## config.mk

```make
export PLATFORM = sky130hd
export DESIGN_NAME = mdr_ctrl
export DESIGN_NICKNAME = d
export VERILOG_FILES = /design/src/rtl/mdr_pkg.sv /design/src/rtl/mdr_byte_ext.sv /design/src/rtl/mdr_ctrl.sv
export SDC_FILE = /design/constraint.sdc
export NUM_CORES = 1
export LEC_CHECK = 0
export CORE_MARGIN = 4
export CORE_UTILIZATION = 46
export DETAILED_ROUTE_END_ITERATION = 16
export GPL_TIMING_DRIVEN = 0
export PLACE_DENSITY = 0.87
export SLEW_MARGIN = 20
export SYNTH_ARGS = -nofsm -noshare
export SYNTH_HDL_FRONTEND = slang
export SYNTH_SLANG_ARGS = --single-unit
```

## constraint.sdc

```tcl
create_clock -name clk -period 2 [get_ports clk]
set_input_delay 0.4 -clock clk [delete_from_list [all_inputs] [get_ports clk]]
set_output_delay 0.4 -clock clk [all_outputs]
set_load 0.05 [all_outputs]
```

## src/rtl/mdr_pkg.sv

```systemverilog
// Shared types and constants for the memory data register controller.
package mdr_pkg;

    typedef enum logic [1:0] {
        MDR_IDLE = 2'd0,
        MDR_RD   = 2'd1,
        MDR_WR   = 2'd2
    } mdr_state_e;

    localparam logic SZ_WORD = 1'b0;
    localparam logic SZ_BYTE = 1'b1;

    localparam int MDR_DATA_W  = 16;
    localparam int MDR_TIMEOUT = 8;

    // Even parity bit for one byte lane: makes the total count of ones even.
    function automatic logic byte_par(input logic [7:0] b);
        return ^b;
    endfunction

endpackage

```

## src/rtl/mdr_byte_ext.sv

```systemverilog
// Byte lane select with zero/sign extension to the full data width.
module mdr_byte_ext
    import mdr_pkg::*;
#(
    parameter int DATA_W = MDR_DATA_W,
    parameter int NB     = DATA_W / 8
) (
    input  logic [DATA_W-1:0]     data_in,
    input  logic [$clog2(NB)-1:0] byte_sel,
    input  logic                  sign_ext,
    output logic [DATA_W-1:0]     data_out
);

    logic [7:0] lane_s;

    // Pick the addressed lane and fill the upper bits with zero or its sign.
    always_comb begin
        lane_s   = data_in[{byte_sel, 3'b000} +: 8];
        data_out = {{(DATA_W-8){sign_ext & lane_s[7]}}, lane_s};
    end

endmodule

```

## src/rtl/mdr_ctrl.sv

```systemverilog
// Memory data register with req/ack memory handshake and bus timeout.
// Optional per-lane even parity on the memory port: define MDR_PARITY_EN.
module mdr_ctrl
    import mdr_pkg::*;
#(
    parameter int DATA_W  = MDR_DATA_W,
    parameter int NB      = DATA_W / 8,
    parameter int TIMEOUT = MDR_TIMEOUT
) (
    input  logic                  clk,
    input  logic                  rst_n,
    input  logic                  cpu_rd_req,
    input  logic                  cpu_wr_req,
    input  logic                  cpu_size,
    input  logic                  cpu_signed,
    input  logic [$clog2(NB)-1:0] cpu_byte_sel,
    input  logic [DATA_W-1:0]     cpu_wdata,
    output logic [DATA_W-1:0]     cpu_rdata,
    output logic                  cpu_done,
    output logic                  cpu_err,
    output logic                  busy,
    output logic                  mem_req,
    output logic                  mem_we,
    output logic [NB-1:0]         mem_be,
    output logic [DATA_W-1:0]     mem_wdata,
    input  logic [DATA_W-1:0]     mem_rdata,
    input  logic                  mem_ack
`ifdef MDR_PARITY_EN
    ,
    output logic [NB-1:0]         mem_wpar,
    input  logic [NB-1:0]         mem_rpar
`endif
);

    localparam int SEL_W = $clog2(NB);
    localparam int CNT_W = (TIMEOUT > 1) ? $clog2(TIMEOUT) : 1;
    localparam logic [CNT_W-1:0] CNT_LAST = CNT_W'((TIMEOUT > 0) ? TIMEOUT - 1 : 0);

    localparam logic [1:0] ST_IDLE = MDR_IDLE;
    localparam logic [1:0] ST_RD   = MDR_RD;
    localparam logic [1:0] ST_WR   = MDR_WR;

    logic [1:0]        state_r;
    logic [CNT_W-1:0]  cnt_r;
    logic              size_r;
    logic              signed_r;
    logic [SEL_W-1:0]  sel_r;
    logic [DATA_W-1:0] cpu_rdata_r;
    logic              cpu_done_r;
    logic              cpu_err_r;
    logic              busy_r;
    logic              mem_req_r;
    logic              mem_we_r;
    logic [NB-1:0]     mem_be_r;
    logic [DATA_W-1:0] mem_wdata_r;

    logic [NB-1:0]     be_s;
    logic [DATA_W-1:0] wdata_s;
    logic [DATA_W-1:0] ext_s;
    logic [DATA_W-1:0] load_s;
    logic              expire_s;
    logic              par_err_s;

    assign cpu_rdata = cpu_rdata_r;
    assign cpu_done  = cpu_done_r;
    assign cpu_err   = cpu_err_r;
    assign busy      = busy_r;
    assign mem_req   = mem_req_r;
    assign mem_we    = mem_we_r;
    assign mem_be    = mem_be_r;
    assign mem_wdata = mem_wdata_r;

    mdr_byte_ext #(
        .DATA_W (DATA_W),
        .NB     (NB)
    ) u_byte_ext (
        .data_in  (mem_rdata),
        .byte_sel (sel_r),
        .sign_ext (signed_r),
        .data_out (ext_s)
    );

    // Request encoding from the live CPU inputs, captured on entry to RD/WR.
    always_comb begin
        if (cpu_size == SZ_BYTE) begin
            be_s    = {{(NB-1){1'b0}}, 1'b1} << cpu_byte_sel;
            wdata_s = {NB{cpu_wdata[7:0]}};
        end else begin
            be_s    = {NB{1'b1}};
            wdata_s = cpu_wdata;
        end
    end

    // Load data selection and timeout expiry; ack in the expiry cycle wins.
    always_comb begin
        if (size_r == SZ_BYTE) begin
            load_s = ext_s;
        end else begin
            load_s = mem_rdata;
        end
        expire_s = (TIMEOUT != 0) && !mem_ack && (cnt_r == CNT_LAST);
    end

`ifdef MDR_PARITY_EN
    logic [NB-1:0] wpar_s;
    logic [NB-1:0] rpar_calc_s;
    logic [NB-1:0] mem_wpar_r;

    assign mem_wpar = mem_wpar_r;

    // Parity generation for outgoing data and checking on enabled read lanes.
    always_comb begin
        wpar_s      = {NB{1'b0}};
        rpar_calc_s = {NB{1'b0}};
        for (int i = 0; i < NB; i++) begin
            wpar_s[i]      = byte_par(wdata_s[8*i +: 8]);
            rpar_calc_s[i] = byte_par(mem_rdata[8*i +: 8]);
        end
        par_err_s = |((rpar_calc_s ^ mem_rpar) & mem_be_r);
    end

    // Parity register follows the write data register.
    always_ff @(posedge clk or negedge rst_n) begin
        if (!rst_n) begin
            mem_wpar_r <= {NB{1'b0}};
        end else if (state_r == ST_IDLE && (cpu_wr_req || cpu_rd_req)) begin
            mem_wpar_r <= wpar_s;
        end else begin
            mem_wpar_r <= mem_wpar_r;
        end
    end
`else
    assign par_err_s = 1'b0;
`endif

    // Transaction FSM and all registered outputs.
    always_ff @(posedge clk or negedge rst_n) begin
        if (!rst_n) begin
            state_r     <= ST_IDLE;
            cnt_r       <= {CNT_W{1'b0}};
            size_r      <= SZ_WORD;
            signed_r    <= 1'b0;
            sel_r       <= {SEL_W{1'b0}};
            cpu_rdata_r <= {DATA_W{1'b0}};
            cpu_done_r  <= 1'b0;
            cpu_err_r   <= 1'b0;
            busy_r      <= 1'b0;
            mem_req_r   <= 1'b0;
            mem_we_r    <= 1'b0;
            mem_be_r    <= {NB{1'b0}};
            mem_wdata_r <= {DATA_W{1'b0}};
        end else begin
            cpu_done_r <= 1'b0;
            cpu_err_r  <= 1'b0;
            case (state_r)
                ST_IDLE: begin
                    cnt_r <= {CNT_W{1'b0}};
                    if (cpu_wr_req || cpu_rd_req) begin
                        state_r     <= cpu_wr_req ? ST_WR : ST_RD;
                        busy_r      <= 1'b1;
                        mem_req_r   <= 1'b1;
                        mem_we_r    <= cpu_wr_req;
                        mem_be_r    <= be_s;
                        mem_wdata_r <= wdata_s;
                        size_r      <= cpu_size;
                        signed_r    <= cpu_signed;
                        sel_r       <= cpu_byte_sel;
                    end else begin
                        state_r <= ST_IDLE;
                    end
                end
                ST_RD, ST_WR: begin
                    if (mem_ack || expire_s) begin
                        state_r    <= ST_IDLE;
                        cnt_r      <= {CNT_W{1'b0}};
                        busy_r     <= 1'b0;
                        mem_req_r  <= 1'b0;
                        cpu_done_r <= 1'b1;
                        if (!mem_ack) begin
                            cpu_err_r <= 1'b1;
                        end else if (state_r == ST_RD) begin
                            cpu_rdata_r <= load_s;
                            cpu_err_r   <= par_err_s;
                        end else begin
                            cpu_err_r <= 1'b0;
                        end
                    end else begin
                        cnt_r <= cnt_r + {{(CNT_W-1){1'b0}}, 1'b1};
                    end
                end
                default: begin
                    state_r   <= ST_IDLE;
                    cnt_r     <= {CNT_W{1'b0}};
                    busy_r    <= 1'b0;
                    mem_req_r <= 1'b0;
                end
            endcase
        end
    end

endmodule

```

== Yosys cells after proc, flatten, opt, wreduce, memory -nomap -nowiden ==
Index checks and enable logic that the tools add are counted.
Word-level totals
  word-level logic and storage cells: 47
  register bits: 46
  output and inout bits: 39
  input bits: 40
Cells by class
  reduce and logical (&&, ||, !) cells: 9
  shift operators: 2
  mux-type cells: 17
  bitwise gates (word level): 1
  equal/unequal tests: 5
  add/subtract/negate cells: 1
Operators with widths (number)
  $mux W16: 2
  $shiftx A16 B5 Y8: 1
  $mux W2: 4
  $mux W1: 7
  $mux W3: 2
  $ne A2 B2 Y1 const B: 2
  $pmux W2 S2: 1
  $reduce_and A2 Y1: 2
  $reduce_and A4 Y1: 1
  $add A3 B1 Y3 const B: 1
  $eq A3 B3 Y1 const B: 1
  $eq A2 B1 Y1 const B: 1
  $eq A2 B2 Y1 const B: 1
  $logic_not A2 Y1: 1
  $logic_or A1 B1 Y1: 2
  $pmux W1 S2: 1
  $reduce_or A2 Y1: 1
  $shl A1 B1 Y2 const A: 1
  $and A1 B1 Y1: 1
  $logic_and A1 B1 Y1: 1
  $logic_not A1 Y1: 1

== Depth between registers and ports, before layout ==
  word-level depth: 5
  mapped depth: 7
  gate-level depth less buffers: 5

== Hierarchy ==
A second synthesis with hierarchy kept.
Unflattened totals
  cell total of the unflattened synthesis: 177
  area total of the unflattened synthesis: 2362.3 µm²
Modules (own cells, without submodules)
  mdr_ctrl: cells each 160, times used 1, sequential area each 1151.1 µm², area each 2195.9 µm²
  mdr_byte_ext: cells each 17, times used 1, sequential area each 0.0 µm², area each 166.4 µm²

== Worst setup path before layout ==
Ideal clock, no wire load.
  path kind: register to register
  start point: register cnt_r[0]
  end point: register mem_req_r, in the netlist mem_req
  slack: 0.644 ns
  stages on the path, launching flop included: 6
  library setup time: 0.083 ns
  data arrival time: 1.273 ns
  buffers on the path: 0
  data required time: 1.917 ns
  period minus slack after synthesis: 1.356 ns
  cells stage by stage: dfrtp_1 -> ha_1 -> ha_1 -> nor3b_2 -> o21ai_0 -> o21ai_0
Between the ends
  word-level cells in the longest chain between the ends: 5
Ends and longest elaborated chain
  from (decl): RTL line mdr_ctrl.sv:44  | logic [CNT_W-1:0] cnt_r;
  from (signal assigned): RTL line mdr_ctrl.sv:140  | cnt_r <= {CNT_W{1'b0}};
  from (signal assigned): RTL line mdr_ctrl.sv:157  | cnt_r <= {CNT_W{1'b0}};
  from (signal assigned): RTL line mdr_ctrl.sv:175  | cnt_r <= {CNT_W{1'b0}};
  $eq A3 B3 Y1: RTL line mdr_ctrl.sv:101  | expire_s = (TIMEOUT != 0) && !mem_ack && (cnt_r == CNT_LAST);
  $logic_and A1 B1 Y1: RTL line mdr_ctrl.sv:101
  $logic_or A1 B1 Y1: RTL line mdr_ctrl.sv:173  | if (mem_ack || expire_s) begin
  $ne A2 B2 Y1 (no line)
  $reduce_and A2 Y1 (no line)
  to (signal assigned): RTL line mdr_ctrl.sv:161  | mem_req_r <= 1'b1;
  to (signal assigned): RTL line mdr_ctrl.sv:177  | mem_req_r <= 1'b0;
  to (signal assigned): RTL line mdr_ctrl.sv:195  | mem_req_r <= 1'b0;
  to (decl): RTL line mdr_ctrl.sv:52  | logic mem_req_r;
No other way between the ends.
A chain may end at the register's enable or synchronous reset.

== Worst setup path in the final report ==
  start point: register cpu_rdata_r[4], in the netlist cpu_rdata[4]
  end point: output port cpu_rdata[4]
RTL lines
  from (decl): RTL line mdr_ctrl.sv:48  | logic [DATA_W-1:0] cpu_rdata_r;
  from (signal assigned): RTL line mdr_ctrl.sv:144  | cpu_rdata_r <= {DATA_W{1'b0}};
  from (signal assigned): RTL line mdr_ctrl.sv:182  | cpu_rdata_r <= load_s;
  to (decl): RTL line mdr_ctrl.sv:18  | output logic [DATA_W-1:0] cpu_rdata,
No word-level cell between the ends.

==> results.cfg <==
[run_status]
outcome = finished clean

[clocking]
holdBufCountCts = 0
cts_sinks = 46
cts_tree = done
clk_pin_slew_worst_paths_ns = 0.09
clockBufferDepth = 2
cts.htree.levels = 2
clkLatencyLatePin_ns = 0.29
root_buffer = clkbuf_8
cts-resized-gates = 0
cts_buffers = 5
post_cts_buffers = 0

[finish]
final_cell_mix = clkdlybuf4s50_1 (76), dfrtp_1 (46), nor2_1 (16), mux2i_1 (16), nand2_1 (15)
post-route-util_pct = 73.3
fin_area_mm2 = 0.00299
layout_commonest_cell = clkdlybuf4s50_1
drive_above_1_share_pct = 13.2
syn_to_final_growth_pct = 50.4
fillers = 306
n_antenna_cell = 0
final_nets = 301

[drt]
drc = 0
vias_per_cell = 5.06
totalWireLength_mm = 4.57
drt-initial-drc-count = 47
dr.pass1.iters = 4
final_antenna_net_count = 0
wl_per_cell_um = 14.8
vias = 1559

[yosys]
ys_warn_count = 0
syn_area_per_cell_um2 = 11.6
synth_seq_cells = 46
postSynthCellCount = 171
netlist_area_mm2 = 0.00199
synth_cell_type_count = 26
syn-num-nets = 215
seq_area_frac_synth_pct = 57.8

[floorplanning]
pin_count = 79
die_width_um = 73.8
fp.dieH_um = 73.8
row_count = 23
initial_core_util_pct = 48.7
dieArea_mm2 = 0.00544
core_mm2 = 0.00409

[worst_setup_path]
crit_chain = clkdlybuf4s50_1
critical_path.endpoint_type = output pin
worstPathMaxFanout = 2
worst-path-stages = 1
required_ns = 1.60
crit_type = flip-flop to output pin
cp-start-kind = flip-flop
path_buf_inv = 1
worst_ep_arrival_time_ns = 1.48
worstRegToRegCells = 4
cpPeakStageDelay_ns = 0.81
cp_top_family = buffers and inverters
critical_path.slowest_cell = clkdlybuf4s50_1

[global_route]
grt_max_degree = 29
grt_pass1_wl_mm = 7.44
track_usage_pct = 17.9
grt_pass1_vias = 1575
antenna_found_initial = 0
grt_overflow = 0

[sta]
setup_slack_ns = 0.117
skew_ns = 0.00441
hold_violations = 0
tightest_slew_ns = 0.528
rsz0062_at_grt = no
hold-worst-slack_ns = 0.0445
fin_crit_ns = 1.88
setup_viol = 0
fin_crit_sh_pct = 94.2
drv_slew = 0
fmax_mhz = 531
final.setup.tns_ns = 0
slew-limit-headroom_pct = 64.7

[pwr]
switching_power_w = 0.00265
switching_share_pct = 46.2
intPower_w = 0.00309
power_density_mw_per_mm2 = 1920
p_leak_nw = 1.35
ir_drop_v = 0.00111
p_seq_share_pct = 28.0
pwr-share-comb_pct = 57.3
clock_power_share_pct = 14.7

[min_path]
hold_class = input pin to async pin

[placement]
globalplace.congestion = 0.771
io_buffers = 78
post-place-ws_ns = 0.150
post-dp-hpwl_mm = 3.47
place_area_mm2 = 0.00285

[flow_run]
cap_violations = 0
-- through the flow --
step / total power (W) / instances
finish: 0.00574 / 308
global route: 0.00605 / 308
CTS: 0.00579 / 308
detailed placement: 0.00494 / 300
global placement: 0.00487 / 299
floorplan: 0.00380 / 171
-- cell families (layout without fill, tap and decap cells) --
family,after synthesis,after routing,share of synthesized area [%]
simple gates,48,48,11.8
flops,46,46,57.8
compound gates,33,33,9.37
mux,28,28,14.8
buf+inv,12,99,3.65
fa+ha+maj,4,4,2.51
-- cell usage after synthesis --
cell      count  area (µm²)
nor3b_2       1        12.5
o21ai_0      12        60.1
a31oi_1       8        50.1
nor2_1       16        60.1
ha_1          4        50.1
mux2i_1      16         160
a21oi_1       9        45.0
nor2b_1       2        12.5
mux2_1        1        11.3
clkbuf_1      1        3.75
buf_6         1        11.3
dfrtp_1      46        1150
mux2_2       11         124
o21a_1        1        7.51
nand2_2       1        6.26
nand2_1      15        56.3
inv_1         2        7.51
nand2b_1      8        50.1
and2_1        3        18.8
buf_4         4        30.0
a21o_1        1        7.51
o21ai_2       1        8.76
and3b_1       1        8.76
buf_2         4        20.0
o31ai_1       1        7.51
nand3_2       1        10.0
-- sequential cells by signal, indices dropped and copies added (netlist names) --
name and flops:
cpu_rdata 16, mem_wdata 16, cnt_r 3, mem_be 2, state_r 2, cpu_done 1
cpu_err 1, mem_req 1, mem_we 1, sel_r 1, signed_r 1, size_r 1
-- power by group through the flow --
stage               sequential, W  clock (W)  combinational (W)
finish                    0.00161   0.000842            0.00329
global route              0.00166   0.000899            0.00349
CTS                       0.00161   0.000854            0.00332
detailed placement        0.00163          0            0.00331
global placement          0.00160          0            0.00327
floorplan                 0.00292          0           0.000876
-- cell type report --
type / instances / area (µm²) / area share (%)
Buffer: 10 / 65.1 / 2.17
Clock buffer: 6 / 82.6 / 2.76
Clock inverter: 2 / 60.1 / 2.01
Inverter: 2 / 7.51 / 0.251
Multi-Input combinational cell: 113 / 767 / 25.6
Sequential cell: 46 / 1150 / 38.4
Tap cell: 50 / 62.6 / 2.09
Timing Repair Buffer: 79 / 798 / 26.7
-- final timing paths --
| path | startpoint | endpoint | slack (ns) |
|---|---|---|---|
| setup / recovery | cpu_rdata[4] | cpu_rdata[4] | 0.12 |
| min in group clk | cnt_r[0] | cnt_r[0] | 0.43 |
| hold reg to reg | cnt_r[0] | cnt_r[0] | 0.43 |
| hold / removal | rst_n | cpu_rdata[7] | 0.04 |
| setup reg to reg | cnt_r[0] | mem_req | 0.48 |
| max in group asynchronous | rst_n | cnt_r[2] | 1.46 |
-- metal layers --
layer  vias to the layer above  wire length (µm)  track usage [%]
li1                        757                 -                -
met1                       733              1910             21.2
met2                        63              2170             29.8
met3                         6               449             7.66
met4                         0                46             4.83
met5                         -                 0                0
Power figures use the tool's default switching activity.
